File: src/rtl/alt_eyemon_dprio_responder.sv
// alt_eyemon_dprio_responder: DPRIO target with programmable busy latency
// backing a windowed shadow register file.
// Optional feature: define ALT_EYEMON_DPRIO_ERRCNT_EN to add o_err_count,
// a saturating count of address and protocol error events.
module alt_eyemon_dprio_responder #(
  parameter int unsigned                  DPRIO_ADDR_WIDTH = 16,
  parameter int unsigned                  DPRIO_DATA_WIDTH = 16,
  parameter int unsigned                  REG_ADDR_WIDTH   = 4,
  parameter logic [DPRIO_ADDR_WIDTH-1:0]  BASE_ADDR        = '0,
  parameter int unsigned                  WR_LATENCY       = 4,
  parameter int unsigned                  RD_LATENCY       = 6
) (
  input  logic                        i_avmm_clk,
  input  logic                        i_reset,
  input  logic                        i_dprio_wren,
  input  logic                        i_dprio_rden,
  input  logic [DPRIO_ADDR_WIDTH-1:0] i_dprio_addr,
  input  logic [DPRIO_DATA_WIDTH-1:0] i_dprio_data,
  output logic                        o_dprio_busy,
  output logic [DPRIO_DATA_WIDTH-1:0] o_dprio_in,
  output logic                        o_addr_err,
`ifdef ALT_EYEMON_DPRIO_ERRCNT_EN
  output logic                        o_proto_err,
  output logic [7:0]                  o_err_count
`else
  output logic                        o_proto_err
`endif
);

  localparam int unsigned DEPTH = 2 ** REG_ADDR_WIDTH;
  localparam int unsigned TAG_W = DPRIO_ADDR_WIDTH - REG_ADDR_WIDTH;
  localparam logic [TAG_W-1:0] BASE_TAG = BASE_ADDR[DPRIO_ADDR_WIDTH-1:REG_ADDR_WIDTH];

  localparam logic [1:0] ST_IDLE    = 2'd0;
  localparam logic [1:0] ST_WR_BUSY = 2'd1;
  localparam logic [1:0] ST_RD_BUSY = 2'd2;

  logic [1:0]                  state_q, state_d;
  logic [7:0]                  cnt_q, cnt_d;
  logic [DPRIO_ADDR_WIDTH-1:0] addr_q, addr_d;
  logic [DPRIO_DATA_WIDTH-1:0] data_q, data_d;
  logic [DPRIO_DATA_WIDTH-1:0] regs_q [DEPTH];
  logic [DPRIO_DATA_WIDTH-1:0] regs_d [DEPTH];
  logic [DPRIO_DATA_WIDTH-1:0] dout_q, dout_d;
  logic                        busy_q, busy_d;
  logic                        addr_err_q, addr_err_d;
  logic                        proto_err_q, proto_err_d;
  logic [7:0]                  err_cnt_q, err_cnt_d;

  logic                        hit;
  logic [REG_ADDR_WIDTH-1:0]   idx;
  logic                        addr_ev;
  logic                        proto_ev;
  logic [8:0]                  err_sum;

  // Next-state: request acceptance, busy countdown, commit/return on completion
  always_comb begin
    state_d     = state_q;
    cnt_d       = cnt_q;
    addr_d      = addr_q;
    data_d      = data_q;
    regs_d      = regs_q;
    dout_d      = dout_q;
    addr_ev     = 1'b0;
    proto_ev    = 1'b0;
    hit         = (addr_q[DPRIO_ADDR_WIDTH-1:REG_ADDR_WIDTH] == BASE_TAG);
    idx         = addr_q[REG_ADDR_WIDTH-1:0];

    case (state_q)
      ST_IDLE: begin
        if (i_dprio_wren) begin
          addr_d   = i_dprio_addr;
          data_d   = i_dprio_data;
          cnt_d    = 8'(WR_LATENCY);
          state_d  = ST_WR_BUSY;
          proto_ev = i_dprio_rden;
        end else if (i_dprio_rden) begin
          addr_d   = i_dprio_addr;
          cnt_d    = 8'(RD_LATENCY);
          state_d  = ST_RD_BUSY;
        end
      end
      ST_WR_BUSY: begin
        proto_ev = i_dprio_wren | i_dprio_rden;
        if (cnt_q == 8'd1) begin
          state_d = ST_IDLE;
          cnt_d   = 8'd0;
          if (hit) regs_d[idx] = data_q;
          else     addr_ev     = 1'b1;
        end else begin
          cnt_d = cnt_q - 8'd1;
        end
      end
      ST_RD_BUSY: begin
        proto_ev = i_dprio_wren | i_dprio_rden;
        if (cnt_q == 8'd1) begin
          state_d = ST_IDLE;
          cnt_d   = 8'd0;
          if (hit) dout_d = regs_q[idx];
          else begin
            dout_d  = '1;
            addr_ev = 1'b1;
          end
        end else begin
          cnt_d = cnt_q - 8'd1;
        end
      end
      default: begin
        state_d = ST_IDLE;
        cnt_d   = 8'd0;
      end
    endcase

    busy_d      = (state_d != ST_IDLE);
    addr_err_d  = addr_err_q | addr_ev;
    proto_err_d = proto_err_q | proto_ev;
    err_sum     = 9'(err_cnt_q) + 9'(addr_ev) + 9'(proto_ev);
    err_cnt_d   = (err_sum > 9'd255) ? 8'hFF : err_sum[7:0];
  end

  // State and output registers; synchronous reset aborts any operation in flight
  always_ff @(posedge i_avmm_clk) begin
    if (i_reset) begin
      state_q     <= ST_IDLE;
      cnt_q       <= 8'd0;
      addr_q      <= '0;
      data_q      <= '0;
      dout_q      <= '0;
      busy_q      <= 1'b0;
      addr_err_q  <= 1'b0;
      proto_err_q <= 1'b0;
      err_cnt_q   <= 8'd0;
      for (int i = 0; i < DEPTH; i++) regs_q[i] <= '0;
    end else begin
      state_q     <= state_d;
      cnt_q       <= cnt_d;
      addr_q      <= addr_d;
      data_q      <= data_d;
      dout_q      <= dout_d;
      busy_q      <= busy_d;
      addr_err_q  <= addr_err_d;
      proto_err_q <= proto_err_d;
      err_cnt_q   <= err_cnt_d;
      for (int i = 0; i < DEPTH; i++) regs_q[i] <= regs_d[i];
    end
  end

  assign o_dprio_busy = busy_q;
  assign o_dprio_in   = dout_q;
  assign o_addr_err   = addr_err_q;
  assign o_proto_err  = proto_err_q;
`ifdef ALT_EYEMON_DPRIO_ERRCNT_EN
  assign o_err_count  = err_cnt_q;
`endif

endmodule
File: config.mk
export PLATFORM = sky130hd
export DESIGN_NAME = alt_eyemon_dprio_responder
export DESIGN_NICKNAME = d
export VERILOG_FILES = /design/src/rtl/alt_eyemon_dprio_responder.sv
export SDC_FILE = /design/constraint.sdc
export NUM_CORES = 1
export LEC_CHECK = 0
export CAP_MARGIN = 20
export CORE_MARGIN = 2
export CORE_UTILIZATION = 55
export DETAILED_ROUTE_END_ITERATION = 8
export PLACE_DENSITY_LB_ADDON = 0.3
export SYNTH_ARGS = -nofsm -noshare
export SYNTH_HDL_FRONTEND = slang
export SYNTH_SLANG_ARGS = --single-unit
File: constraint.sdc
create_clock -name i_avmm_clk -period 1.99 [get_ports i_avmm_clk]
set_input_delay 0.4975 -clock i_avmm_clk [delete_from_list [all_inputs] [get_ports i_avmm_clk]]
set_output_delay 0.4975 -clock i_avmm_clk [all_outputs]
set_load 0.005 [all_outputs]
==> impl_metrics.csv, run 1 <==
group,metric,value,unit
route,dr.first_iter.drc_count,2152,
grt,grt.met2_usage,0.502,
pwr,finalPower,15.0,mW
placement,dp_slack,-0.00853,ns
timing,fin_crit_sh,1.00,
pwr,ir_drop,0.919,mV
synth,async_reset_ff_frac,0,
setup_path,arrival,2.38,ns
route,drc,0,
die,io_pins,55,
grt,use_met1,0.430,
timing,setup_violations,1,
timing,drv_slew,0,
synth,syn_area,14600,µm²
min_path,hold_path_class,"input pin to flip-flop",
grt,grt_use_met3,0.0523,
synth,synth_edf_count,0,
die,die_h,167,µm
die,start_util,0.560,
synth,synth_top_area_frac,0.436,
final_layout,nFillCells,2013,
clocking,clk_pin_slew,0.06,ns
pwr,power.leakage,5.51,nW
grt,antenna_found_initial,0,
final_layout,drive_above_1_share,0.155,
route,drt_wl_total,45800,µm
grt,grt_usage,0.316,
placement,io_buffers,54,
synth,yosysSeqAreaShare,0.436,
synth,synth-main-ff-cell,"dfxtp_1",
die,core_area,26000,µm²
synth,yosysWarnings,0,
timing,worst_slew_pin_slew,0.858,ns
die,rows,59,
timing,setup_slack,-0.00473,ns
setup_path,crit_path_start_kind,"flip-flop",
setup_path,cp-end-kind,"flip-flop",
final_layout,fin_cells,2091,
timing,finalClockSkew,0.0224,ns
die,die-area,27800,µm²
final_layout,syn_to_final_growth,19.7,%
final_layout,n_antenna_cell,0,
placement,gp_congestion,0.903,
synth,synthCells,1735,
setup_path,crit_fanout,8,
run,cap_violations,0,
clocking,clock_path_buffers,3,
grt,grt_pass1_wl,71400,µm
grt,top_usage_layer,"met2",
grt,grt_pass1_vias,13028,
timing,rsz0062_at_grt,"yes",
final_layout,final_cell_mix,"dfxtp_1, a21oi_1, nand3_1",
grt,grt_start_max_net_pins,106,
pwr,powerDensity,863,nW/µm²
route,vias_per_cell,6.71,
clocking,cts_num_sinks,317,
setup_path,required,2.38,ns
final_layout,nets,1773,
setup_path,path_class,"flip-flop to flip-flop",
clocking,worstSkewPairLatency,0.53,ns
final_layout,fin_util,0.670,
timing,maxSlewHeadroom,0.427,
route,routedWlPerCell,21.9,µm
route,drtPass1Iterations,6,
timing,worst_hold_slack,0.302,ns
synth,syn_area_per_cell,8.39,µm²
outcome,violations,"setup timing",
setup_path,regToRegSetupSlack,-0.005,ns
timing,hold_violations,0,
synth,synth_top_cell_by_area,"dfxtp_1",
synth,ys_ff_latch,317,
clocking,htreeDepth,2,
route,vias,14025,
timing,period_needed,1.99,ns
synth,synthesis.nets,1777,
final_layout,final_common_cell,"dfxtp_1",
synth,synth_area_leaders,"dfxtp_1, a21oi_1, nand3_1",
clocking,cts_tree,"done",
placement,dpl.hpwl,27900,µm
outcome,status,"finished, violations left",
timing,max_freq,0.501,GHz
placement,dp_cells,2025,
route,antenna_left,0,
die,die_w,167,µm
clocking,root_buffer,"clkbuf_16",
synth,yosysUniqueCellTypes,50,
grt,grt_overflow,0,
clocking,cts_buffers,36,
[sequential cells by signal (all words and copies together), names as in the netlist]
signal	flops
cnt_q	8
addr_q	16
regs_q	256
state_q	2
o_dprio_busy	1
data_q	16
o_addr_err	1
o_dprio_in	16
o_proto_err	1
[cells by family (layout without fill, tap and decap cells)]
logic type	after synthesis	count (layout)	synth area share
AND/OR/NAND/NOR	439	439	0.160
flip-flops	317	317	0.436
adder cells (fa/ha/maj)	6	6	0.00516
multiplexers	96	96	0.0935
buffers and inverters	231	252	0.0678
AO/OA/AOI/OAI	640	640	0.233
XOR/XNOR	6	6	0.00361
[repair_timing]
item                                    4_1_cts  5_1_grt
endpoints found under the setup margin       11      116
setup buffers                                 0        2
pin swaps                                     0        3
hold buffers                                  0        0
cloned                                        0        1
resized for setup                             2       42
[synthesized netlist by cell type (all sizes together), types with 2 or more instances]
| cell | number |
|---|---|
| dfxtp | 317 |
| mux2i | 64 |
| or3b | 6 |
| or4 | 3 |
| clkbuf | 139 |
| nor2 | 31 |
| a21oi | 292 |
| xor2 | 3 |
| nor3b | 2 |
| o21a | 2 |
| xnor2 | 3 |
| nor4b | 4 |
| nand2 | 67 |
| nand3 | 263 |
| o21ai | 258 |
| a211oi | 47 |
| and3 | 2 |
| inv | 9 |
| nor4bb | 6 |
| buf | 83 |
| nand3b | 3 |
| nor2b | 3 |
| mux4 | 32 |
| and4 | 15 |
| nand4 | 16 |
| and2 | 4 |
| nor4 | 8 |
| o32ai | 2 |
| ha | 6 |
| o22ai | 33 |
| and4b | 4 |
[routing by layer]
metal,wire [µm],up-vias
li1,-,6336
met1,18600,6795
met2,21400,769
met3,4210,125
met4,1650,0
met5,0,-
[power breakdown]
group	switching [mW]	total [mW]	leakage (nW)	internal, mW
sequential	0.209	6.65	2.56	6.44
combinational	1.17	1.91	2.37	0.747
clock	2.67	6.47	0.575	3.80
[path summary, 6_finish.rpt]
kind,start,to,depth (start not counted)
max,addr_q[7],regs_q[2],5
min,i_reset,o_addr_err,2
max reg2reg,addr_q[7],regs_q[2],5
min reg2reg,regs_q[0],regs_q[0],2
[metrics by stage]
step,setup TNS (ns),area (µm²)
detailed placement,-0.0160,16000
finish,-0.00473,17400
global placement,0,16000
global route,-0.291,17400
CTS,-0.0209,17200
floorplan,0,14600
[critical path: stages (launching register included)]
cell     delay [ns]
dfxtp_1        0.31
or4_4          0.56
or4_4          0.61
buf_12         0.18
o21ai_2        0.14
a21oi_2        0.07
[final cells by class]
type                            count  area, µm²  area share
Multi-Input combinational cell   1187       7420       0.426
Sequential cell                   317       6360       0.365
Tap cell                          335        419      0.0241
Timing Repair Buffer              180       2050       0.117
Inverter                            9       33.8     0.00194
Clock inverter                     14        105     0.00603
Clock buffer                       49       1040      0.0598
Power figures use the tool's default switching activity.
==> run 2, diff against run 1 <==
--- a/config.mk
+++ b/config.mk
@@ -6,7 +6,6 @@
 export NUM_CORES = 1
 export LEC_CHECK = 0
 export CAP_MARGIN = 20
-export CORE_MARGIN = 2
 export CORE_UTILIZATION = 55
 export DETAILED_ROUTE_END_ITERATION = 8
 export PLACE_DENSITY_LB_ADDON = 0.3
==> constraint.sdc (replaced) <==
create_clock -name i_avmm_clk -period 2 [get_ports i_avmm_clk]
set_input_delay 0.5 -clock i_avmm_clk [delete_from_list [all_inputs] [get_ports i_avmm_clk]]
set_output_delay 0.5 -clock i_avmm_clk [all_outputs]
set_load 0.005 [all_outputs]
==> run 2 against run 1 <==
Effect of this change: the run still ends with setup timing left; utilization is 0.15 points lower; setup slack better by 0.0039 ns; sequential cell count stayed put; non-clock buffer count stayed put; sequential power hardly changed; total power is 0.22% higher; highest routed layer unchanged.
==> impl_metrics.csv, run 2 (same netlist as run 1, synthesis figures left out) <==
group,metric,value,unit
grt,antenna_found_initial,0,
clocking,root_buffer,"clkbuf_16",
pwr,p_sw,3.99,mW
grt,grt_pass1_wl,70800,µm
setup_path,r2r_cells,5,
die,start_util,0.560,
clocking,cts_num_sinks,317,
timing,worst_slew_pin_slew,0.864,ns
final_layout,n_antenna_cell,0,
min_path,hold_path_class,"input pin to flip-flop",
setup_path,r2r-start,"addr_q[7]",
final_layout,drive_above_1_share,0.147,
final_layout,syn_to_final_growth,19.4,%
route,drt_wl_total,45800,µm
timing,max_freq,0.500,GHz
pwr,p_comb_frac,0.128,
die,die_h,165,µm
clocking,cts_tree,"done",
clocking,cts_buffers,34,
die,core_area,26000,µm²
final_layout,final_common_cell,"dfxtp_1",
outcome,status,"finished, violations left",
placement,dp_slack,-0.0506,ns
min_path,whs_endpoint,"regs_q[178]",
clocking,clk_pin_slew,0.06,ns
route,vias,13909,
timing,rsz0062_at_grt,"yes",
pwr,sequentialPowerShare,0.439,
route,vias_per_cell,6.66,
timing,period_needed,2.00,ns
final_layout,top_register,"regs_q",
route,top_layer,"met4",
die,io_pins,55,
clocking,htreeDepth,2,
die,die-area,27100,µm²
setup_path,cp-end-kind,"flip-flop",
grt,grt_usage,0.332,
clocking,clock_path_buffers,3,
timing,setup_violations,1,
setup_path,regToRegSetupSlack,-0.0009,ns
pwr,finalPower,15.1,mW
pwr,powerDensity,867,nW/µm²
route,wl_met1,18600,µm
setup_path,crit_path_start_kind,"flip-flop",
route,routed-wl-met2,21000,µm
pwr,p_sw_frac,0.265,
route,antenna_left,0,
run,cap_violations,0,
setup_path,arrival,2.38,ns
die,die_w,165,µm
route,routedWlPerCell,21.9,µm
setup_path,r2r-end,"regs_q[12]",
min_path,holdPathStages,2,
final_layout,nets,1771,
setup_path,required,2.38,ns
setup_path,path_class,"flip-flop to flip-flop",
timing,drv_slew,0,
die,rows,59,
placement,dpl.hpwl,27700,µm
clocking,worstSkewPairLatency,0.52,ns
grt,grt_pass1_vias,13027,
route,wl_met3,4260,µm
final_layout,largest_register_ffs,256,
outcome,violations,"setup timing",
setup_path,crit_fanout,8,
pwr,ir_drop,0.995,mV
min_path,min_from,"i_reset",
final_layout,nFillCells,2063,
route,dr.first_iter.drc_count,2068,
timing,maxSlewHeadroom,0.423,
grt,grt_overflow,0,
timing,setup_slack,-0.000876,ns
timing,hold_violations,0,
pwr,p_int,11.1,mW
placement,io_buffers,54,
placement,gp_congestion,0.862,
final_layout,final_cell_mix,"dfxtp_1, a21oi_1, nand3_1",
route,drtPass1Iterations,6,
pwr,p_clk_frac,0.433,
timing,setup-tns-final,-0.000876,ns
timing,fin_crit_sh,1.00,
timing,finalClockSkew,0.0180,ns
pwr,power.leakage,5.51,nW
final_layout,multi_input_area,7370,µm²
route,drc,0,
final_layout,register_area,6360,µm²
final_layout,fin_util,0.669,
grt,grt_start_max_net_pins,116,
-- run 2: worst max-delay path by stage --
stage	from	end	slack [ns]	cells past startpoint
after floorplan	cnt_q[1]	regs_q[219]	0.02	10
after global placement	i_dprio_wren	cnt_q[7]	0.009	5
after detailed placement	i_dprio_wren	cnt_q[7]	-0.05	5
after CTS	cnt_q[4]	regs_q[135]	0.001	6
after global routing	cnt_q[1]	regs_q[14]	-0.03	7
final	addr_q[7]	regs_q[12]	-0.0009	5
-- run 2: power by group through the flow --
| stage | sequential [mW] | clock, mW | combinational (mW) |
|---|---|---|---|
| 6_report | 6.62 | 6.52 | 1.93 |
| 5_1_grt | 6.63 | 6.81 | 2.04 |
| 4_1_cts | 6.61 | 6.56 | 1.83 |
| 2_1_floorplan | 6.59 | 0 | 1.20 |
| 3_3_place_gp | 6.74 | 0 | 1.79 |
| 3_5_place_dp | 6.75 | 0 | 1.81 |
-- run 2: worst max-delay path: stages (launching register included) --
cell	delay, ns
dfxtp_2	0.33
or4_4	0.54
or4_4	0.61
clkbuf_16	0.21
o21ai_2	0.12
a21oi_1	0.07
-- run 2: area by class of cell --
type	count	share of cell area
well taps	335	0.0241
inverters	9	0.00194
clock buffers	49	0.0586
flip-flops and latches	317	0.366
repair buffers	180	0.118
multi-input cells	1187	0.424
clock inverters	10	0.00742
-- run 2: what timing repair did --
| action | CTS | global route |
|---|---|---|
| resized for setup | 6 | 29 |
| setup endpoints to repair | 18 | 109 |
| hold buffers | 0 | 0 |
| gates cloned | 0 | 1 |
| pin swaps | 0 | 2 |
| buffers inserted | 1 | 7 |
-- run 2: routing by layer --
metal / global-route usage / vias to the layer above
met3: 0.0603 / 144
met1: 0.455 / 6664
met2: 0.508 / 777
met4: 0.153 / 0
li1: - / 6324
met5: 0 / -
-- run 2: metrics by stage --
step / cells / hold slack [ns] / instance area [µm²]
CTS: 2079 / 0.316 / 17200
global placement: 2019 / 0.445 / 16000
floorplan: 1735 / 0.436 / 14600
finish: 2087 / 0.332 / 17400
global route: 2087 / 0.334 / 17400
detailed placement: 2019 / 0.447 / 16000
